--- src/rtl/fetch_prefetch_unit_if.sv ---
// Instruction-fetch bus bundle: memory read port plus the valid/ready pop port toward the core.
// The master modport is the prefetcher's view; slave is the memory/core side.
interface fetch_prefetch_unit_if #(
  parameter int ADDR_WIDTH = 11,
  parameter int DATA_SIZE  = 32
);
  logic                  mem_r_en;
  logic [ADDR_WIDTH-1:0] mem_r_adrs;
  logic                  mem_r_valid;
  logic [DATA_SIZE-1:0]  mem_data_out;
  logic                  ir_valid;
  logic                  ir_ready;
  logic [DATA_SIZE-1:0]  ir_data;
  logic [ADDR_WIDTH-1:0] ir_pc;

  modport master (
    output mem_r_en, mem_r_adrs, ir_valid, ir_data, ir_pc,
    input  mem_r_valid, mem_data_out, ir_ready
  );

  modport slave (
    input  mem_r_en, mem_r_adrs, ir_valid, ir_data, ir_pc,
    output mem_r_valid, mem_data_out, ir_ready
  );
endinterface

--- src/rtl/fetch_prefetch_unit.sv ---
// In-order instruction prefetcher: PC, credit-limited issue, DEPTH-entry buffer and branch flush
// that discards responses to requests issued before the redirect.
module fetch_prefetch_unit #(
  parameter int                    ADDR_WIDTH = 11,
  parameter int                    DATA_SIZE  = 32,
  parameter int                    DEPTH      = 8,
  parameter logic [ADDR_WIDTH-1:0] RESET_PC   = '0
) (
  input  logic                      clk,
  input  logic                      resetn,
  input  logic                      branch_valid,
  input  logic [ADDR_WIDTH-1:0]     branch_address,
  fetch_prefetch_unit_if.master     bus,
  output logic [$clog2(DEPTH):0]    occupancy
);
  localparam int PW = $clog2(DEPTH);
  localparam int CW = PW + 1;
  localparam int IW = PW + 2;
  localparam logic [IW:0] DEPTH_W = (IW+1)'(DEPTH);

  logic [ADDR_WIDTH-1:0] pc_q, pc_d;
  logic [ADDR_WIDTH-1:0] resp_pc_q, resp_pc_d;
  logic [PW-1:0]         rd_ptr_q, rd_ptr_d, wr_ptr_q, wr_ptr_d;
  logic [CW-1:0]         count_q, count_d;
  logic [IW-1:0]         inflight_q, inflight_d, discard_q, discard_d;
  logic                  run_q;

  logic [DATA_SIZE-1:0]  data_mem [DEPTH];
  logic [ADDR_WIDTH-1:0] addr_mem [DEPTH];

  logic [IW:0] committed;
  logic        resp, issue, push, drop, pop;

  // Buffered words plus requests whose responses will be kept; this is the issue credit.
  assign committed = (IW+1)'(count_q) + (IW+1)'(inflight_q) - (IW+1)'(discard_q);

  // A strobe with nothing outstanding is a protocol violation and is ignored outright.
  assign resp  = bus.mem_r_valid && (inflight_q != '0);
  assign issue = run_q && !branch_valid && (committed < DEPTH_W);
  assign push  = resp && (discard_q == '0) && !branch_valid;
  assign drop  = resp && (discard_q != '0) && !branch_valid;
  assign pop   = bus.ir_valid && bus.ir_ready;

  assign bus.mem_r_en   = issue;
  assign bus.mem_r_adrs = pc_q;
  assign bus.ir_valid   = (count_q != '0) && !branch_valid;
  assign bus.ir_data    = (count_q != '0) ? data_mem[rd_ptr_q] : '0;
  assign bus.ir_pc      = (count_q != '0) ? addr_mem[rd_ptr_q] : '0;
  assign occupancy      = count_q;

  always_comb begin
    // NOTE: every next-state value gets a default first so no path leaves it unassigned (no latches).
    pc_d       = pc_q;
    resp_pc_d  = resp_pc_q;
    rd_ptr_d   = rd_ptr_q;
    wr_ptr_d   = wr_ptr_q;
    count_d    = count_q;
    discard_d  = discard_q;
    inflight_d = inflight_q + IW'(issue) - IW'(resp);

    if (branch_valid) begin
      pc_d      = branch_address;
      resp_pc_d = branch_address;
      rd_ptr_d  = '0;
      wr_ptr_d  = '0;
      count_d   = '0;
      discard_d = inflight_q - IW'(resp);
    end else begin
      if (issue) pc_d = pc_q + ADDR_WIDTH'(1);
      if (drop)  discard_d = discard_q - IW'(1);
      if (push) begin
        wr_ptr_d  = wr_ptr_q + PW'(1);
        resp_pc_d = resp_pc_q + ADDR_WIDTH'(1);
      end
      if (pop) rd_ptr_d = rd_ptr_q + PW'(1);
      count_d = count_q + CW'(push) - CW'(pop);
    end
  end

  // NOTE: state registers use non-blocking assignments so every flop samples pre-edge values.
  always_ff @(posedge clk or negedge resetn) begin
    if (!resetn) begin
      pc_q       <= RESET_PC;
      resp_pc_q  <= RESET_PC;
      rd_ptr_q   <= '0;
      wr_ptr_q   <= '0;
      count_q    <= '0;
      inflight_q <= '0;
      discard_q  <= '0;
      run_q      <= 1'b0;
    end else begin
      pc_q       <= pc_d;
      resp_pc_q  <= resp_pc_d;
      rd_ptr_q   <= rd_ptr_d;
      wr_ptr_q   <= wr_ptr_d;
      count_q    <= count_d;
      inflight_q <= inflight_d;
      discard_q  <= discard_d;
      run_q      <= 1'b1;
    end
  end

  // NOTE: the storage array is not reset; outputs are masked to zero while the buffer is empty.
  always_ff @(posedge clk) begin
    if (push) begin
      data_mem[wr_ptr_q] <= bus.mem_data_out;
      addr_mem[wr_ptr_q] <= resp_pc_q;
    end
  end
endmodule

--- src/flat_wrapper.sv ---
// flat-port wrapper written by rule: the top's interface ports become plain ports
module fetch_prefetch_unit_flat 
#(
  parameter int                    ADDR_WIDTH = 11,
  parameter int                    DATA_SIZE  = 32,
  parameter int                    DEPTH      = 8,
  parameter logic [ADDR_WIDTH-1:0] RESET_PC   = '0
)
  (clk, resetn, branch_valid, branch_address, occupancy, bus_mem_r_en, bus_mem_r_adrs, bus_ir_valid, bus_ir_data, bus_ir_pc, bus_mem_r_valid, bus_mem_data_out, bus_ir_ready);
  fetch_prefetch_unit_if #(.ADDR_WIDTH(ADDR_WIDTH), .DATA_SIZE(DATA_SIZE)) bus_i ();
  input  logic clk;
  input  logic resetn;
  input  logic branch_valid;
  input  logic [ADDR_WIDTH-1:0] branch_address;
  output logic [$clog2(DEPTH):0] occupancy;
  output wire logic [$bits(bus_i.mem_r_en)-1:0] bus_mem_r_en;
  output wire logic [$bits(bus_i.mem_r_adrs)-1:0] bus_mem_r_adrs;
  output wire logic [$bits(bus_i.ir_valid)-1:0] bus_ir_valid;
  output wire logic [$bits(bus_i.ir_data)-1:0] bus_ir_data;
  output wire logic [$bits(bus_i.ir_pc)-1:0] bus_ir_pc;
  input wire logic [$bits(bus_i.mem_r_valid)-1:0] bus_mem_r_valid;
  input wire logic [$bits(bus_i.mem_data_out)-1:0] bus_mem_data_out;
  input wire logic [$bits(bus_i.ir_ready)-1:0] bus_ir_ready;
  assign bus_mem_r_en = bus_i.mem_r_en;
  assign bus_mem_r_adrs = bus_i.mem_r_adrs;
  assign bus_ir_valid = bus_i.ir_valid;
  assign bus_ir_data = bus_i.ir_data;
  assign bus_ir_pc = bus_i.ir_pc;
  assign bus_i.mem_r_valid = bus_mem_r_valid;
  assign bus_i.mem_data_out = bus_mem_data_out;
  assign bus_i.ir_ready = bus_ir_ready;
  fetch_prefetch_unit #(.ADDR_WIDTH(ADDR_WIDTH), .DATA_SIZE(DATA_SIZE), .DEPTH(DEPTH), .RESET_PC(RESET_PC)) u_core (.clk(clk), .resetn(resetn), .branch_valid(branch_valid), .branch_address(branch_address), .bus(bus_i), .occupancy(occupancy));
endmodule
--- config.mk ---
export PLATFORM = sky130hd
export DESIGN_NAME = fetch_prefetch_unit_flat
export DESIGN_NICKNAME = d
export VERILOG_FILES = /design/src/rtl/fetch_prefetch_unit_if.sv /design/src/rtl/fetch_prefetch_unit.sv /design/src/flat_wrapper.sv
export SDC_FILE = /design/constraint.sdc
export NUM_CORES = 1
export LEC_CHECK = 0
export ABC_CLOCK_PERIOD_IN_PS = 9000
export CAP_MARGIN = 10
export CORE_ASPECT_RATIO = 1.25
export CORE_MARGIN = 5
export CORE_UTILIZATION = 40
export CTS_BUF_LIST = sky130_fd_sc_hd__clkbuf_4
export DETAILED_ROUTE_END_ITERATION = 6
export PLACE_DENSITY = 0.69
export SYNTH_ARGS = -nofsm -noshare
export SYNTH_HDL_FRONTEND = slang
export SYNTH_SLANG_ARGS = --single-unit
--- constraint.sdc ---
create_clock -name clk -period 9 [get_ports clk]
set_clock_uncertainty 0.15 [all_clocks]
set_input_delay 0.9 -clock clk [delete_from_list [all_inputs] [get_ports clk]]
set_output_delay 0.9 -clock clk [all_outputs]
set_load 0.02 [all_outputs]
# ---- Word level (Yosys, flattened, before mapping)
# Memory sizes are Yosys's and may differ from the RTL's.
# Cells that the tools add are included.
dict set report op_classes {
  mux 15
  n_addsub 12
  order_cmp 1
  reduce_logical 18
}
# op count
set op_table {}
lappend op_table {{$mux 11} 5}
lappend op_table {{$mux 32} 1}
lappend op_table {{$add 11x1->11 const B} 2}
lappend op_table {{$mux 3} 4}
lappend op_table {{$mux 5} 2}
lappend op_table {{$reduce_bool 5->1} 2}
lappend op_table {{$sub 5x1->5} 2}
lappend op_table {{$logic_and 1x1->1} 9}
lappend op_table {{$reduce_bool 2->1} 4}
lappend op_table {{$add 3x1->3 const B} 2}
lappend op_table {{$add 4x5->6} 1}
lappend op_table {{$lt 6x4->1 const B} 1}
lappend op_table {{$sub 6x5->6} 1}
lappend op_table {{$add 5x1->5} 1}
lappend op_table {{$logic_not 5->1} 1}
lappend op_table {{$sub 5x1->5 const B} 1}
lappend op_table {{$add 4x1->4} 1}
lappend op_table {{$mux 4} 1}
lappend op_table {{$reduce_bool 4->1} 1}
lappend op_table {{$sub 4x1->4} 1}
lappend op_table {{$mux 1} 2}
lappend op_table {{$logic_not 1->1} 1}
dict set report word_totals {
  mem_bits_rw 344
  memories 2
  ff_bits 43
  elab_cells 56
  output_inout_bits 60
  in_bits 48
}
# name depth word_bits read_ports rd_clocked_by_memory_dff wr line
set memory_table {}
lappend memory_table {u_core.data_mem 8 32 1 0 1 fetch_prefetch_unit.sv:28} ;# logic [DATA_SIZE-1:0] data_mem [DEPTH];
lappend memory_table {u_core.addr_mem 8 11 1 0 1 fetch_prefetch_unit.sv:29} ;# logic [ADDR_WIDTH-1:0] addr_mem [DEPTH];

# ---- Longest topological paths before layout
# Gate-level depths: netlist of run 1.
dict set report depth {
  ltp_word 7
  depth_mapped 18
  mapped_depth_nobuf 16
}

# ---- Worst setup path after synthesis of run 1
# OpenSTA, ideal clock, no wires.
dict set report synth_timing {
  path_kind {input to register}
  start {input branch_valid}
  end {memory u_core.addr_mem[1][0], enable pin}
  t_required_ps 8300
  path_slack_ps 2847
  cell_stages 4
  setup_ps 550
  arrival_time_ps 5453
  n_path_buf 1
  path_cell_list {inv_1 > clkbuf_1 > nand2_1 > nor4_1}
}
dict set report synth_via {
  elab_chain_len 4
}
# item line
set synth_rtl {}
lappend synth_rtl {{start, declared} flat_wrapper.sv:13} ;# input logic branch_valid;
lappend synth_rtl {{$logic_not 1->1} fetch_prefetch_unit.sv:40} ;# assign push = resp && (discard_q == '0) && !branch_valid;
lappend synth_rtl {{$logic_and 1x1->1} fetch_prefetch_unit.sv:40}
lappend synth_rtl {{$mux 1} fetch_prefetch_unit.sv:105} ;# if (push) begin
lappend synth_rtl {{$mux 1 (not written as such)} fetch_prefetch_unit.sv:107} ;# addr_mem[wr_ptr_q] <= resp_pc_q;
lappend synth_rtl {{end, declared} fetch_prefetch_unit.sv:29}
# No other way between the ends.

# ---- Worst setup path after layout of run 1
dict set report layout_timing {
  start {register u_core.rd_ptr_q[0]}
  end {output bus_ir_pc[3]}
}
dict set report layout_via {
  elab_chain_len 2
}
# item line
set layout_rtl {}
lappend layout_rtl {{start, declared} fetch_prefetch_unit.sv:23} ;# logic [PW-1:0] rd_ptr_q, rd_ptr_d, wr_ptr_q, wr_ptr_d;
lappend layout_rtl {{start signal, assigned} fetch_prefetch_unit.sv:94} ;# rd_ptr_q <= rd_ptr_d;
lappend layout_rtl {{$mem_v2 8x11} n/a}
lappend layout_rtl {{$mux 11} fetch_prefetch_unit.sv:48} ;# assign bus.ir_pc = (count_q != '0) ? addr_mem[rd_ptr_q] : '0;
lappend layout_rtl {{end, declared} flat_wrapper.sv:20} ;# output wire logic [$bits(bus_i.ir_pc)-1:0] bus_ir_pc;
# No other way between the ends.

==> out/qor.csv, run 1 <==
stage,metric,value,unit
run_status,status,finished clean,
yosys,Syn Nets,922,
worst_setup_path,worst path bufs/invs,2,
pwr,Leakage,6.101,nW
clock_tree,clk slew on worst S/H paths,0.07,ns
die,core box area,39120,µm²
layout,post-route cell area,18640,µm²
pwr,Psw,1.522,mW
sta,RSZ-0062 raised after global routing,false,
worst_setup_path,CP cell instances,buf_4 > mux4_2 > mux2i_1 > nor2_1 > clkdlybuf4s50_1,
sta,final slew viol count,0,
sta,"Hold Vio Cnt, Final",0,
yosys,synthesized area,15810,µm²
sta,endpoints failing setup,0,
worst_setup_path,worst-path fanout max,46,
clock_tree,deepest clock path buffer count,3,
die,# rows,81,
clock_tree,Root Driver,clkbuf_4,
placed_design,Post-DP Area,17480,µm²
pwr,Int Pwr,3.461,mW
route,Residual DRC,0,
global_route,first-pass GRT wire length,50.07,mm
yosys,Most used DFF post-synth,edfxtp_1,
yosys,Synth area leaders,"edfxtp_1, mux4_2, dfrtp_1",
clock_tree,CTS hold repair buffers,0,
job,max-cap viol count,0,
worst_setup_path,reg2reg setup slack,4.79,ns
clock_tree,PostCTS Resize Cnt,0,
placed_design,I/O Buffers,107,
die,initial core utilization,40.42,%
clock_tree,Num CTS Buffers,92,
yosys,"EDFF count, synth",344,
yosys,area share of the largest cell type after synthesis,65.32,%
sta,final setup margin,3.806,ns
layout,"Net count, final",1096,
die,die height,232.3,µm
route,Final ANT Viol Nets,0,
yosys,cell taking the most area after synthesis,edfxtp_1,
sta,setup tns final,0,ns
placed_design,Post-Place Worst Slack,4.422,ns
worst_setup_path,slowest CP cell,dfrtp_4,
layout,Area Overhead vs Synth,17.87,%
worst_setup_path,Worst R2R Path Depth,16,
yosys,"FFs w/ async S/R, synth",11.11,%
global_route,gr ovfl total,0,
placed_design,RD Place Congestion,0.7813,
yosys,Netlist cell types,47,
yosys,most common cell in the netlist,edfxtp_1,
pwr,sequential power share,43.1,%
die,Die Area,43640,µm²
route,router iterations before antenna repair,4,
pwr,combinational group share of total power,29.4,%
clock_tree,postcts setup bufs,0,
die,I/O Pins,108,
sta,post-layout min period,5.194,ns
min_path,Hold Path Class,primary input to asynchronous set/reset pin,
worst_setup_path,RR Endpoint,u_core.inflight_q[4],
sta,Final Cycle Share,57.71,%
worst_setup_path,critical path class,flip-flop to primary output,
global_route,antenna violations before repair,2,
global_route,number of global-route vias before repair,9052,
clock_tree,worst-skew pair later-pin latency,0.77,ns
worst_setup_path,Top delay family on crit path,buffers and inverters,
worst_setup_path,Reg-to-Reg Start,u_core.occupancy[1],
route,DR vias,8205,
layout,layout cell share with drive strength beyond 1,23.94,%
clock_tree,CTS tree,built,
sta,fmax,192.5,MHz
worst_setup_path,"Req. time, crit path",7.95,ns
yosys,Ys Warns,0,
clock_tree,TritonCTS sink count,387,
pwr,Power Density,267.3,nW/µm²
pwr,Max IR drop VDD,0.1692,mV
worst_setup_path,Worst setup EP type,primary output,
layout,fin util,47.65,%
global_route,total track usage,14.83,%
sta,Slew @ Worst Pin,1.019,ns
route,final wirelength,31.44,mm
yosys,syn_area_per_cell,18.76,µm²
pwr,Sw Share,30.55,%
clock_tree,# H-tree levels,3,
yosys,post-synthesis sequential area ratio,72.13,%
worst_setup_path,crit path DAT,4.14,ns
placed_design,HPWL after detailed placement,17.38,mm
global_route,largest net degree at the start of global routing,71,
route,vias per cell,5.177,
yosys,Synth Register Bits,387,
pwr,Clock Power Share,27.5,%
route,1st-iter DRT viols,431,
die,die width,187.8,µm
worst_setup_path,CP Launch Type,flip-flop,
yosys,Post-synth top cells,"edfxtp_1, mux4_2, nor2_1",
route,drt wl/cell,19.84,µm
worst_setup_path,CP peak stage delay,1.04,ns
sta,worst relative slew slack,32.04,%
yosys,Synth Instances,843,
-- final cells by class --
class / instances / area (µm²)
inverters: 30 / 112.6
well taps: 498 / 623.1
flip-flops and latches: 387 / 11420
clock buffers: 133 / 998.5
fillers: 3331 / 20480
diodes: 1 / 2.502
multi-input cells: 387 / 4175
repair buffers: 119 / 1156
clock inverters: 30 / 155.1
-- registers in the layout, indices dropped and copies added (netlist names) --
| name | flops |
|---|---|
| u_core.wr_ptr_q | 3 |
| u_core.bus.mem_r_adrs | 11 |
| u_core.run_q | 1 |
| u_core.resp_pc_q | 11 |
| u_core.occupancy | 4 |
| u_core.addr_mem | 88 |
| u_core.discard_q | 5 |
| u_core.inflight_q | 5 |
| u_core.rd_ptr_q | 3 |
| u_core.data_mem | 256 |
-- worst max path at each step --
stage / startpoint / end / slack [ns] / depth (start not counted)
2_1_floorplan: branch_valid / u_core.addr_mem[1][0] / 2.85 / 4
3_3_place_gp: u_core.rd_ptr_q[0] / bus_ir_pc[3] / 4.38 / 5
3_5_place_dp: u_core.rd_ptr_q[0] / bus_ir_pc[3] / 4.42 / 5
4_1_cts: u_core.rd_ptr_q[0] / bus_ir_pc[3] / 3.49 / 5
5_1_grt: u_core.rd_ptr_q[0] / bus_ir_pc[3] / 3.35 / 5
6_report: u_core.rd_ptr_q[0] / bus_ir_pc[3] / 3.81 / 5
-- routing by layer --
metal,vias up,track usage [%],wire length [µm]
met2,195,25.61,16280
met3,30,4.241,1646
met5,-,0,8
met1,4240,17.77,13080
met4,2,5.576,427
li1,3738,-,-
-- layout by cell type (no fill, tap or decap), drive strengths merged, types with 6 or more instances in the layout --
master	count
a21oi	11
a31oi	6
buf	13
clkbuf	133
clkdlybuf4s50	106
clkinv	25
dfrtp	43
edfxtp	344
ha	26
inv	32
mux2i	46
mux4	86
nand2	23
nand2b	6
nor2	70
nor3	8
nor4	8
o31a	6
xnor2	18
xor2	10
-- logic make-up (layout without fill, tap and decap cells) --
family                   count (synthesis)  count (layout)  synth area share, %
multiplexers                           134             134                15.30
flip-flops                             387             387                72.13
buffers and inverters                   69             312                1.788
AO/OA/AOI/OAI                           43              43                1.844
AND/OR/NAND/NOR                        150             150                4.676
XOR/XNOR                                28              28                1.551
other                                    1               2              0.02371
adder cells (fa/ha/maj)                 31              31                2.690
-- power groups by stage --
stage	logic [mW]	clock network [mW]	registers (mW)
3_3_place_gp	1.47	0	2.19
5_1_grt	1.62	1.52	2.17
2_1_floorplan	1.06	0	2.13
3_5_place_dp	1.50	0	2.19
6_report	1.46	1.37	2.15
4_1_cts	1.50	1.43	2.15
-- per-stage QoR --
| step | cells | power, mW | hold WS [ns] |
|---|---|---|---|
| 3_3_place_gp | 1421 | 3.665 | 0.4278 |
| 5_1_grt | 1585 | 5.315 | 0.1604 |
| 6_report | 1585 | 4.983 | 0.1570 |
| 3_5_place_dp | 1421 | 3.688 | 0.4370 |
| 2_1_floorplan | 843 | 3.182 | 0.3642 |
| 4_1_cts | 1584 | 5.082 | 0.07344 |
Note: power is estimated with default switching activity, not from simulation.
==> run 2, diff against run 1 <==
ABC_CLOCK_PERIOD_IN_PS = 5050   (was 9000)
clock period = 5.05 ns   (was 9 ns; I/O delays follow)
==> out/qor.csv, run 2 (synthesis results as in run 1) <==
stage,metric,value,unit
clock_tree,CTS tree,built,
job,max-cap viol count,0,
pwr,Max IR drop VDD,0.3087,mV
die,initial core utilization,40.42,%
sta,setup tns final,0,ns
sta,worst relative slew slack,26.11,%
die,core box area,39120,µm²
route,vias per cell,5.125,
die,die height,232.3,µm
clock_tree,Root Driver,clkbuf_4,
sta,RSZ-0062 raised after global routing,false,
sta,endpoints failing setup,0,
worst_setup_path,CP Launch Type,flip-flop,
global_route,first-pass GRT wire length,50.05,mm
worst_setup_path,reg2reg setup slack,0.96,ns
route,1st-iter DRT viols,437,
sta,Hold WS,0.2543,ns
route,final wirelength,31.55,mm
placed_design,RD Place Congestion,0.7926,
min_path,Hold Path Class,primary input to asynchronous set/reset pin,
sta,"Hold Vio Cnt, Final",0,
placed_design,HPWL after detailed placement,17.34,mm
die,die width,187.8,µm
global_route,number of global-route vias before repair,8954,
clock_tree,postcts setup bufs,0,
sta,final slew viol count,0,
placed_design,placed insts,1426,
layout,"Net count, final",1104,
layout,Top reg by flops,u_core.data_mem,
global_route,gr ovfl total,0,
clock_tree,Num CTS Buffers,94,
die,I/O Pins,108,
route,drt wl/cell,19.79,µm
worst_setup_path,CP most frequent cell,inv_1,
route,router iterations before antenna repair,4,
worst_setup_path,slowest CP cell,o211ai_2,
layout,Area Overhead vs Synth,18.62,%
layout,fill count,3328,
clock_tree,# H-tree levels,3,
layout,"non-filler cells, final",1594,
worst_setup_path,critical path class,flip-flop to primary output,
layout,multi-input logic area,4184,µm²
route,DR vias,8170,
layout,register area,11420,µm²
clock_tree,worst-skew pair later-pin latency,0.72,ns
pwr,Leakage,6.169,nW
worst_setup_path,crit path DAT,3.91,ns
layout,"commonest cells after routing, fill and taps aside","edfxtp_1, clkbuf_4, clkdlybuf4s50_1",
layout,"commonest non-fill, non-tap cell in the layout",edfxtp_1,
worst_setup_path,"Req. time, crit path",4.39,ns
route,Residual DRC,0,
placed_design,I/O Buffers,107,
layout,max FFs per register,256,
worst_setup_path,CP cell instances,inv_1 > fa_1 > inv_1 > ha_1 > and4b_4 > o21a_1 > o211ai_2 > nand2b_1 > inv_1 > clkdlybuf4s50_1,
die,Die Area,43640,µm²
clock_tree,deepest clock path buffer count,3,
sta,Slew @ Worst Pin,1.108,ns
run_status,status,finished clean,
layout,Largest regs,"u_core.data_mem: 256 flops, u_core.addr_mem: 88 flops",
sta,Final Cycle Share,90.30,%
global_route,total track usage,14.83,%
global_route,antenna violations before repair,1,
layout,fin util,47.95,%
global_route,largest net degree at the start of global routing,70,
worst_setup_path,Top delay family on crit path,adder cells,
pwr,Power Density,477.7,nW/µm²
worst_setup_path,worst-path fanout max,21,
sta,fmax,219.3,MHz
worst_setup_path,worst path bufs/invs,4,
clock_tree,TritonCTS sink count,387,
layout,layout cell share with drive strength beyond 1,24.66,%
sta,post-layout min period,4.560,ns
clock_tree,clk slew on worst S/H paths,0.07,ns
worst_setup_path,CP peak stage delay,0.63,ns
clock_tree,PostCTS Resize Cnt,0,
route,Final ANT Viol Nets,0,
die,# rows,81,
worst_setup_path,Worst setup EP type,primary output,
-- run 2: cell count changes in the layout (fill, tap and decap cells not counted), moves of 2 or more --
cell	before	now
clkinv_1	21	19
clkbuf_4	133	140
buf_4	12	14
clkinvlp_4	2	0
inv_2	2	4
buf_12	0	3
-- run 2: cell type report --
class / count / share of cell area [%]
multi-input combinational: 387 / 22.31
antenna: 1 / 0.01334
sequential: 387 / 60.87
clock buffer: 140 / 5.603
tap: 498 / 3.322
timing repair buffer: 125 / 6.617
clock inverter: 26 / 0.6737
inverter: 30 / 0.6003
-- run 2: where the power goes --
| part | internal, mW | total [mW] | leakage (nW) | switching, mW |
|---|---|---|---|---|
| Clock | 1.32 | 2.48 | 0.713 | 1.17 |
| Sequential | 3.60 | 3.83 | 3.59 | 0.229 |
| Combinational | 1.32 | 2.65 | 1.86 | 1.33 |
| Total | 6.24 | 8.96 | 6.17 | 2.72 |
-- run 2: timing repair --
item                                    in CTS  in global routing
endpoints found under the setup margin       0                  0
hold endpoints to repair                    43                  0
hold buffers                                 1                  0
-- run 2: stage by stage --
step	total power, mW	setup slack [ns]	area (µm²)
finish	8.961	0.4899	18760
CTS	9.130	0.3751	18760
floorplan	5.672	0.03207	15820
global route	9.521	0.2197	18760
detailed placement	6.607	0.9692	17570
global placement	6.573	1.008	17570
-- run 2: worst register-to-register path, cell delays in order, from the launching register on --
cell	delay (ns)
dfrtp_1	0.37
inv_1	0.12
fa_1	0.56
inv_1	0.04
ha_1	0.28
and4b_4	0.21
nor4_4	0.25
o211ai_2	0.37
nand2b_1	0.30
ha_1	0.28
inv_1	0.04
ha_1	0.19
fa_1	0.40
a21oi_1	0.16
nor2_1	0.06
nor2_1	0.11
xnor2_1	0.13
-- run 2: final timing paths --
path                                      start                        to  depth (start not counted)
hold reg to reg            u_core.inflight_q[0]      u_core.inflight_q[0]                          1
max in group asynchronous                resetn        u_core.rd_ptr_q[0]                          3
hold / removal                           resetn  u_core.bus.mem_r_adrs[8]                          3
setup reg to reg            u_core.occupancy[1]      u_core.inflight_q[4]                         16
min in group clk              branch_address[3]       u_core.resp_pc_q[3]                          3
setup / recovery            u_core.occupancy[1]              bus_mem_r_en                         10
-- run 2: per-layer routing --
layer,up-vias,wire length (µm),GRT usage (%),share of wire [%]
met5,-,0,0,0
met1,4185,13340,18.76,42
met3,34,1632,3.714,5.2
met2,197,16180,25.28,51
li1,3754,-,-,-
met4,0,393,4.773,1.2
